<file path="config.mk">
export PLATFORM = sky130hd
export DESIGN_NAME = pm_step_gen
export DESIGN_NICKNAME = d
export VERILOG_FILES = /design/src/rtl/pm_step_gen.sv
export SDC_FILE = /design/constraint.sdc
export NUM_CORES = 1
export LEC_CHECK = 0
export BUFFER_PORTS_ARGS = -buffer_cell sky130_fd_sc_hd__buf_2
export CAP_MARGIN = 20
export CORE_UTILIZATION = 45
export CTS_BUF_LIST = sky130_fd_sc_hd__clkbuf_8
export CTS_CLUSTER_DIAMETER = 60
export CTS_CLUSTER_SIZE = 30
export DETAILED_ROUTE_END_ITERATION = 7
export GPL_TIMING_DRIVEN = 0
export PLACE_DENSITY_LB_ADDON = 0.15
export SLEW_MARGIN = 20
export SYNTH_ARGS = -nofsm -noshare
export SYNTH_HDL_FRONTEND = slang
export SYNTH_SLANG_ARGS = --single-unit
</file>
<file path="constraint.sdc">
create_clock -name clk -period 2.5 [get_ports clk]
set_clock_uncertainty 0.05 [all_clocks]
set_input_delay 0.125 -clock clk [delete_from_list [all_inputs] [get_ports clk]]
set_output_delay 0.125 -clock clk [all_outputs]
set_load 0.1 [all_outputs]
</file>
<file path="src/rtl/pm_step_gen.sv">
// rtl/pm_step_gen.sv - plus/minus buttons to debounced, auto-repeating up/down step pulses
module pm_step_gen #(
  parameter int DB_CYCLES     = 500000,
  parameter int HOLD_CYCLES   = 25000000,
  parameter int REPEAT_CYCLES = 5000000,
  parameter int CNT_W         = 25
) (
  input  logic clk,
  input  logic rst,
  input  logic on,
  input  logic btn_up,
  input  logic btn_down,
  output logic up_count,
  output logic down_count,
  output logic busy
);

  typedef enum logic [1:0] {IDLE, HOLD, REPEAT} state_t;

  localparam logic [CNT_W-1:0] DB_MAX   = CNT_W'(DB_CYCLES - 1);
  localparam logic [CNT_W-1:0] HOLD_MAX = CNT_W'(HOLD_CYCLES - 1);
  localparam logic [CNT_W-1:0] REP_MAX  = CNT_W'(REPEAT_CYCLES - 1);

  // Bit 0 carries the plus button, bit 1 the minus button throughout.
  logic [1:0] btn;
  logic [1:0] sync1;
  logic [1:0] s;
  logic [1:0] f;
  logic [1:0] f_d;
  logic [1:0] arm;
  logic [1:0] r;
  logic [1:0] vld;
  logic [1:0][CNT_W-1:0] db_cnt;

  state_t            state, state_n;
  logic              dir, dir_n;     // 0 = up, 1 = down
  logic [CNT_W-1:0]  timer, timer_n;
  logic              up_n, down_n;
  logic              f_dir, f_oth;
  logic              abort;

  assign btn = {btn_down, btn_up};

  // Two-flop synchronizer; vld marks when the second stage holds a real sample after reset.
  always_ff @(posedge clk or negedge rst) begin
    if (!rst) begin
      sync1 <= '0;
      s     <= '0;
      vld   <= '0;
    end else begin
      sync1 <= btn;
      s     <= sync1;
      vld   <= {vld[0], 1'b1};
    end
  end

  // Debounce: the filtered level follows the synced input only after it has differed
  // for DB_CYCLES consecutive cycles; any return to the filtered level restarts the count.
  always_ff @(posedge clk or negedge rst) begin
    if (!rst) begin
      f      <= '0;
      db_cnt <= '0;
    end else begin
      for (int i = 0; i < 2; i++) begin
        if (s[i] == f[i]) begin
          db_cnt[i] <= '0;
        end else if (db_cnt[i] == DB_MAX) begin
          f[i]      <= s[i];
          db_cnt[i] <= '0;
        end else begin
          db_cnt[i] <= db_cnt[i] + 1'b1;
        end
      end
    end
  end

  // Registered press edge. A button is armed only once it has been seen released after
  // reset, so a button held through reset cannot produce a press edge when its filtered
  // level first rises.
  always_ff @(posedge clk or negedge rst) begin
    if (!rst) begin
      f_d <= '0;
      arm <= '0;
      r   <= '0;
    end else begin
      f_d <= f;
      arm <= arm | ({2{vld[1]}} & ~s);
      r   <= f & ~f_d & arm;
    end
  end

  assign f_dir = dir ? f[1] : f[0];
  assign f_oth = dir ? f[0] : f[1];
  assign abort = ~on | ~f_dir | f_oth;

  // FSM next-state: first pulse on a clean press, then hold delay, then periodic repeat.
  always_comb begin
    state_n = state;
    dir_n   = dir;
    timer_n = timer;
    up_n    = 1'b0;
    down_n  = 1'b0;
    case (state)
      IDLE: begin
        if (on && r[0] && !f[1]) begin
          up_n    = 1'b1;
          dir_n   = 1'b0;
          timer_n = HOLD_MAX;
          state_n = HOLD;
        end else if (on && r[1] && !f[0]) begin
          down_n  = 1'b1;
          dir_n   = 1'b1;
          timer_n = HOLD_MAX;
          state_n = HOLD;
        end
      end
      HOLD, REPEAT: begin
        if (abort) begin
          state_n = IDLE;
        end else if (timer == '0) begin
          up_n    = ~dir;
          down_n  = dir;
          timer_n = REP_MAX;
          state_n = REPEAT;
        end else begin
          timer_n = timer - 1'b1;
        end
      end
      default: begin
        state_n = IDLE;
      end
    endcase
  end

  // FSM state, timer and registered pulse / busy outputs.
  always_ff @(posedge clk or negedge rst) begin
    if (!rst) begin
      state      <= IDLE;
      dir        <= 1'b0;
      timer      <= '0;
      up_count   <= 1'b0;
      down_count <= 1'b0;
      busy       <= 1'b0;
    end else begin
      state      <= state_n;
      dir        <= dir_n;
      timer      <= timer_n;
      up_count   <= up_n;
      down_count <= down_n;
      busy       <= (state_n != IDLE);
    end
  end

endmodule
</file>
# Word-level counts from Yosys, hierarchy flattened
# Index checks and enable logic that the tools add are counted.
[word_totals]
word_cells = 83
reg_bits = 95
inputBits = 5
[classes]
n_eq_ne = 8
bitwise = 13
n_addsub = 3
reduce_logical = 16
n_mux = 27
[op_table]
columns = ["op", "count"]
rows = [
  ["2-to-1 mux 25 bit", 8],
  ["adder 25 x 1 -> 25 bit (second input constant)", 2],
  ["== test 25 x 19 -> 1 bit (second input constant)", 2],
  ["case mux 25 bit (2 select lines)", 1],
  ["zero test 25 bit", 1],
  ["subtractor 25 x 1 -> 25 bit (second input constant)", 1],
  ["2-to-1 mux 1 bit", 11],
  ["2-to-1 mux 2 bit", 4],
  ["bitwise AND 2 bit", 3],
  ["AND reduction 2 bit", 3],
  ["nonzero test 2 bit", 3],
  ["inverter 1 bit", 5],
  ["logical AND 1 bit", 4],
  ["inverter 2 bit", 2],
  ["case mux 1 bit (2 select lines)", 2],
  ["case mux 2 bit (2 select lines)", 1],
  ["inequality test 3 bit (second input constant)", 1],
  ["AND reduction 3 bit", 1],
  ["== test 1 bit", 2],
  ["== test 2 x 1 -> 1 bit (second input constant)", 1],
  ["== test 2 bit (second input constant)", 1],
  ["zero test 1 bit", 2],
  ["zero test 2 bit", 1],
  ["inequality test 2 bit (second input constant)", 1],
  ["other kinds (3)", 4],
]

# Logic depth before layout (Yosys ltp)
[depth]
ltp_word = 7
mapped_depth = 9

# Worst setup path after synthesis
# OpenSTA, ideal clock, no wires.
[synth_timing]
kind = "register to register"
start = "register state[0]"
end = "register timer[14]"
path_slack_ps = 399
period_less_slack_ps = 2101
t_required_ps = 2319
setup_ps = 131
arrival_ps = 1920
stages_incl_launch_ff = 9
n_path_buf = 1
cell_sequence = "dfrtp_1 inv_1 ha_1 o21ai_0 a31oi_2 nand2_1 clkbuf_1 nor4_1 or3_1"
[synth_via]
elab_chain_len = 4
[synth_lines]
columns = ["item", "line_no", "source"]
rows = [
  ["start: declaration", "35", "state_t state, state_n;"],
  ["start signal: assignment", "145", "state <= state_n;"],
  ["== test 2 x 1 -> 1 bit / == test 2 bit (equally long branches)", "103", "case (state)"],
  ["OR reduction 2 bit", "103", ""],
  ["inequality test 2 bit (no source line) / nonzero test 2 bit (equally long branches)", "-", ""],
  ["AND reduction 3 bit (no source line)", "-", ""],
  ["end signal: assignment", "147", "timer <= timer_n;"],
  ["end: declaration", "37", "logic [CNT_W-1:0] timer, timer_n;"],
]
# Parallel ways exist; a longest one is shown, timed or not.
# A chain may end at the register's enable or synchronous reset.

# Worst setup path in the final report
[layout_timing]
start = "register timer[6]"
end = "register down_count"
[layout_via]
elab_chain_len = 4
[layout_lines]
columns = ["item", "line_no", "source"]
rows = [
  ["zero test 25 bit", "120", "end else if (timer == '0) begin"],
  ["2-to-1 mux 1 bit", "120", ""],
  ["2-to-1 mux 1 bit", "118", "if (abort) begin"],
  ["case mux 1 bit (2 select lines)", "103", ""],
  ["named net down_n", "38", "logic up_n, down_n;"],
  ["end signal: assignment", "149", "down_count <= down_n;"],
  ["end: declaration", "14", "output logic down_count,"],
]
# The timed path passes the listed nets, and every way through them passes these cells.

==> flow_metrics.py <==
metrics = {
    "status": {
        "outcome": "finished clean",
    },
    "placement": {
        "routabilityCongestion": 0.8373,
        "dp_hpwl_mm": 6.402,
        "placed_cells": 617,
        "port_buffers": 7,
    },
    "grt": {
        "grt_pass1_wl_mm": 15.98,
        "antenna_found_initial": 0,
        "overflow": 0,
        "grt_pass1_vias": 3397,
        "grt_max_degree": 63,
        "track_usage_pct": 18.41,
    },
    "yosys": {
        "synth_edf_count": 0,
        "synth_nets": 486,
        "seq_area_frac_synth_pct": 50.84,
        "synth_top_family_by_area": "simple AND/OR/NAND/NOR gates",
        "synth_area_leaders": "dfrtp_1 51%, xor2_1 6.9%, nor2_1 6.2%",
        "synthAdderAreaFrac_pct": 1.338,
        "synthCells": 476,
        "ys_ff_latch": 95,
        "synth-compound-area-share_pct": 8.269,
        "synth_top_cell_area_share_pct": 50.84,
        "yosysWarnings": 0,
        "synthSimpleGateAreaFrac_pct": 26.25,
        "synthMuxAreaShare_pct": 0.6957,
        "synthArstFlopShare_pct": 100.0,
        "synth_area_mm2": 0.004676,
        "yosys.area.top_type": "dfrtp_1",
        "syn_area_per_cell_um2": 9.823,
        "synth-xor-area-share_pct": 10.12,
        "synth_cell_types": 54,
        "synth-main-ff-cell": "dfrtp_1",
    },
    "clocking": {
        "clkSinkCount": 95,
        "h-tree-depth": 3,
        "cts_tree": "yes",
        "clkTransAtPathRegs_ns": 0.10,
        "cts_made_buffers": 9,
        "clk_path_buf_depth": 2,
        "root_buffer": "clkbuf_8",
        "clk_latency_ns": 0.37,
    },
    "sta": {
        "hold_violations": 0,
        "period_minus_slack_ns": 2.407,
        "rsz0062_at_grt": "true",
        "timing.fmax_mhz": 415.4,
        "final-setup-viol-count": 0,
        "slew_headroom_pct": 34.58,
        "worstMarginPinSlew_ns": 0.9724,
        "final_max_slew_viol_count": 0,
        "fin_tns_setup_ns": 0,
        "fin_crit_sh_pct": 96.29,
    },
    "min_path": {
        "worstHoldPathCells": 3,
        "hp-start": "on",
        "hold_class": "in -> reg",
        "hold_end": "state[0]$_DFF_PN0_",
    },
    "floorplanning": {
        "die_area_mm2": 0.01080,
        "core_area_mm2": 0.009910,
        "die_h_um": 103.9,
        "fp-row-count": 36,
        "ios": 8,
        "die_w_um": 103.9,
        "initial_core_util_pct": 47.18,
    },
    "critical_path": {
        "critPathLaunchType": "flop",
        "r2r_end": "down_count$_DFF_PN0_",
        "crit_type": "reg -> reg",
        "rr_worst_depth": 6,
        "arrival_ns": 2.63,
        "critPathCaptureType": "flop",
        "timing.rr.start": "timer[6]$_DFFE_PN0P_",
        "worst_ep_required_time_ns": 2.73,
        "crit_fanout": 10,
        "worst-r2r-setup-slack_ns": 0.09,
    },
    "layout": {
        "area_growth_pct": 11.27,
        "final_cell_mix": "95 x dfrtp_1, 77 x nor2_1, 37 x xor2_1",
        "fin_util_pct": 52.50,
        "antennaDiodeCount": 0,
        "nNetsFinal": 509,
        "final_common_cell": "dfrtp_1",
        "drive_gt1_share_pct": 10.91,
        "final_cells": 637,
    },
    "detailed_routing": {
        "drt_pre_antenna_iters": 4,
        "route.detailed.drc": 0,
        "antenna_left": 0,
        "drt-initial-drc-count": 155,
        "vias": 3507,
        "viasPerCell": 5.505,
        "wirelength_mm": 9.310,
        "post_drt_wl_per_cell_um": 14.62,
    },
    "power_and_ir_drop": {
        "power.leakage_nw": 2.344,
        "irDropWorstVdd_mv": 0.3430,
        "pwr_density_cell_mw_per_mm2": 528.0,
        "power_mw": 2.747,
    },
    "job": {
        "maxCapViolations": 0,
    },
}
-- report_power, final --
group	leakage, nW	total (mW)	switching (mW)	internal, mW
registers	1.28	1.56	0.0108	1.55
clock network	0.110	1.11	0.546	0.565
logic	0.952	0.0777	0.0550	0.0227
-- synth_stat cells (3+ instances only) --
cell type / count
nor4_1: 12
a2bb2oi_1: 3
a21boi_0: 3
xnor2_1: 17
buf_2: 3
a21oi_1: 15
clkbuf_1: 9
and3_1: 13
inv_1: 17
dfrtp_1: 95
o21ai_0: 10
nor3_1: 15
xor2_1: 37
nor2_1: 77
nor4b_1: 4
or3_1: 5
ha_1: 5
a21o_1: 3
a31oi_1: 5
and2_1: 6
nand2b_1: 4
nand4_1: 23
o31ai_1: 4
nand2_1: 22
or4_1: 3
nand3_1: 30
-- stage by stage --
| stage | hold WS (ns) | instance area, um^2 | worst slack, ns |
|---|---|---|---|
| floorplan | -0.2206 | 4676 | 0.3989 |
| global placement | 0.1851 | 4877 | -0.08656 |
| detailed placement | -0.009948 | 4911 | -0.05568 |
| CTS | 0.1041 | 5181 | 0.05869 |
| global route | 0.1414 | 5202 | -0.002613 |
| finish | 0.1213 | 5202 | 0.09281 |
-- cell families after synthesis --
logic type / Yosys count
AOI/OAI and AO/OA: 57
xor gates and xnor gates: 54
adders and majority gates: 5
buffers and inverters: 29
DFF: 95
muxes: 3
other: 1
and+or+nand+nor: 232
-- sequential cells by signal, summed over array words and instances (netlist names) --
signal,flops
timer,25
sync1,2
r,2
vld,2
db_cnt,50
busy,1
state,2
s,2
arm,2
f,2
dir,1
up_count,1
f_d,2
down_count,1
-- worst max-delay path: stages (launching register included) --
cell and delay [ns]:
dfrtp_1 0.47, nor4_4 0.46, nand4_1 0.32, nand4bb_1 0.27, buf_2 0.20, or3_1 0.32, a21oi_1 0.22
-- timing repair --
action                     in CTS  in global routing
hold endpoints to repair       97                  0
pin swaps                       0                  0
setup endpoints to repair      12                 32
setup buffers                   2                  0
cloned                          0                  0
hold buffers                    3                  0
resized for setup               2                 11
-- worst max-delay path by stage --
stage,from,to,slack (ns)
3_5_place_dp,state[0]$_DFF_PN0_,timer[14]$_DFFE_PN0P_,-0.06
5_1_grt,timer[0]$_DFFE_PN0P_,down_count$_DFF_PN0_,-0.003
3_3_place_gp,state[0]$_DFF_PN0_,timer[22]$_DFFE_PN0P_,-0.09
4_1_cts,timer[6]$_DFFE_PN0P_,timer[24]$_DFFE_PN0P_,0.06
2_1_floorplan,state[0]$_DFF_PN0_,timer[14]$_DFFE_PN0P_,0.40
6_report,timer[6]$_DFFE_PN0P_,down_count$_DFF_PN0_,0.09
-- metal layers --
metal / share of wire, % / GRT usage, % / up-vias
met4: 2.3 / 8.776 / 0
li1: - / - / 1726
met1: 48 / 25.16 / 1716
met5: 0 / 0 / -
met3: 2.6 / 2.444 / 14
met2: 47 / 29.05 / 51
-- layout make-up --
type	instances	area [um^2]
Buffer	11	50.05
Sequential cell	95	2377
Inverter	17	63.81
Fill cell	940	4707
Clock inverter	7	95.09
Timing Repair Buffer	13	113.9
Clock buffer	9	123.9
Tap cell	133	166.4
Multi-Input combinational cell	352	2212
Note: power is estimated with default switching activity, not from simulation.
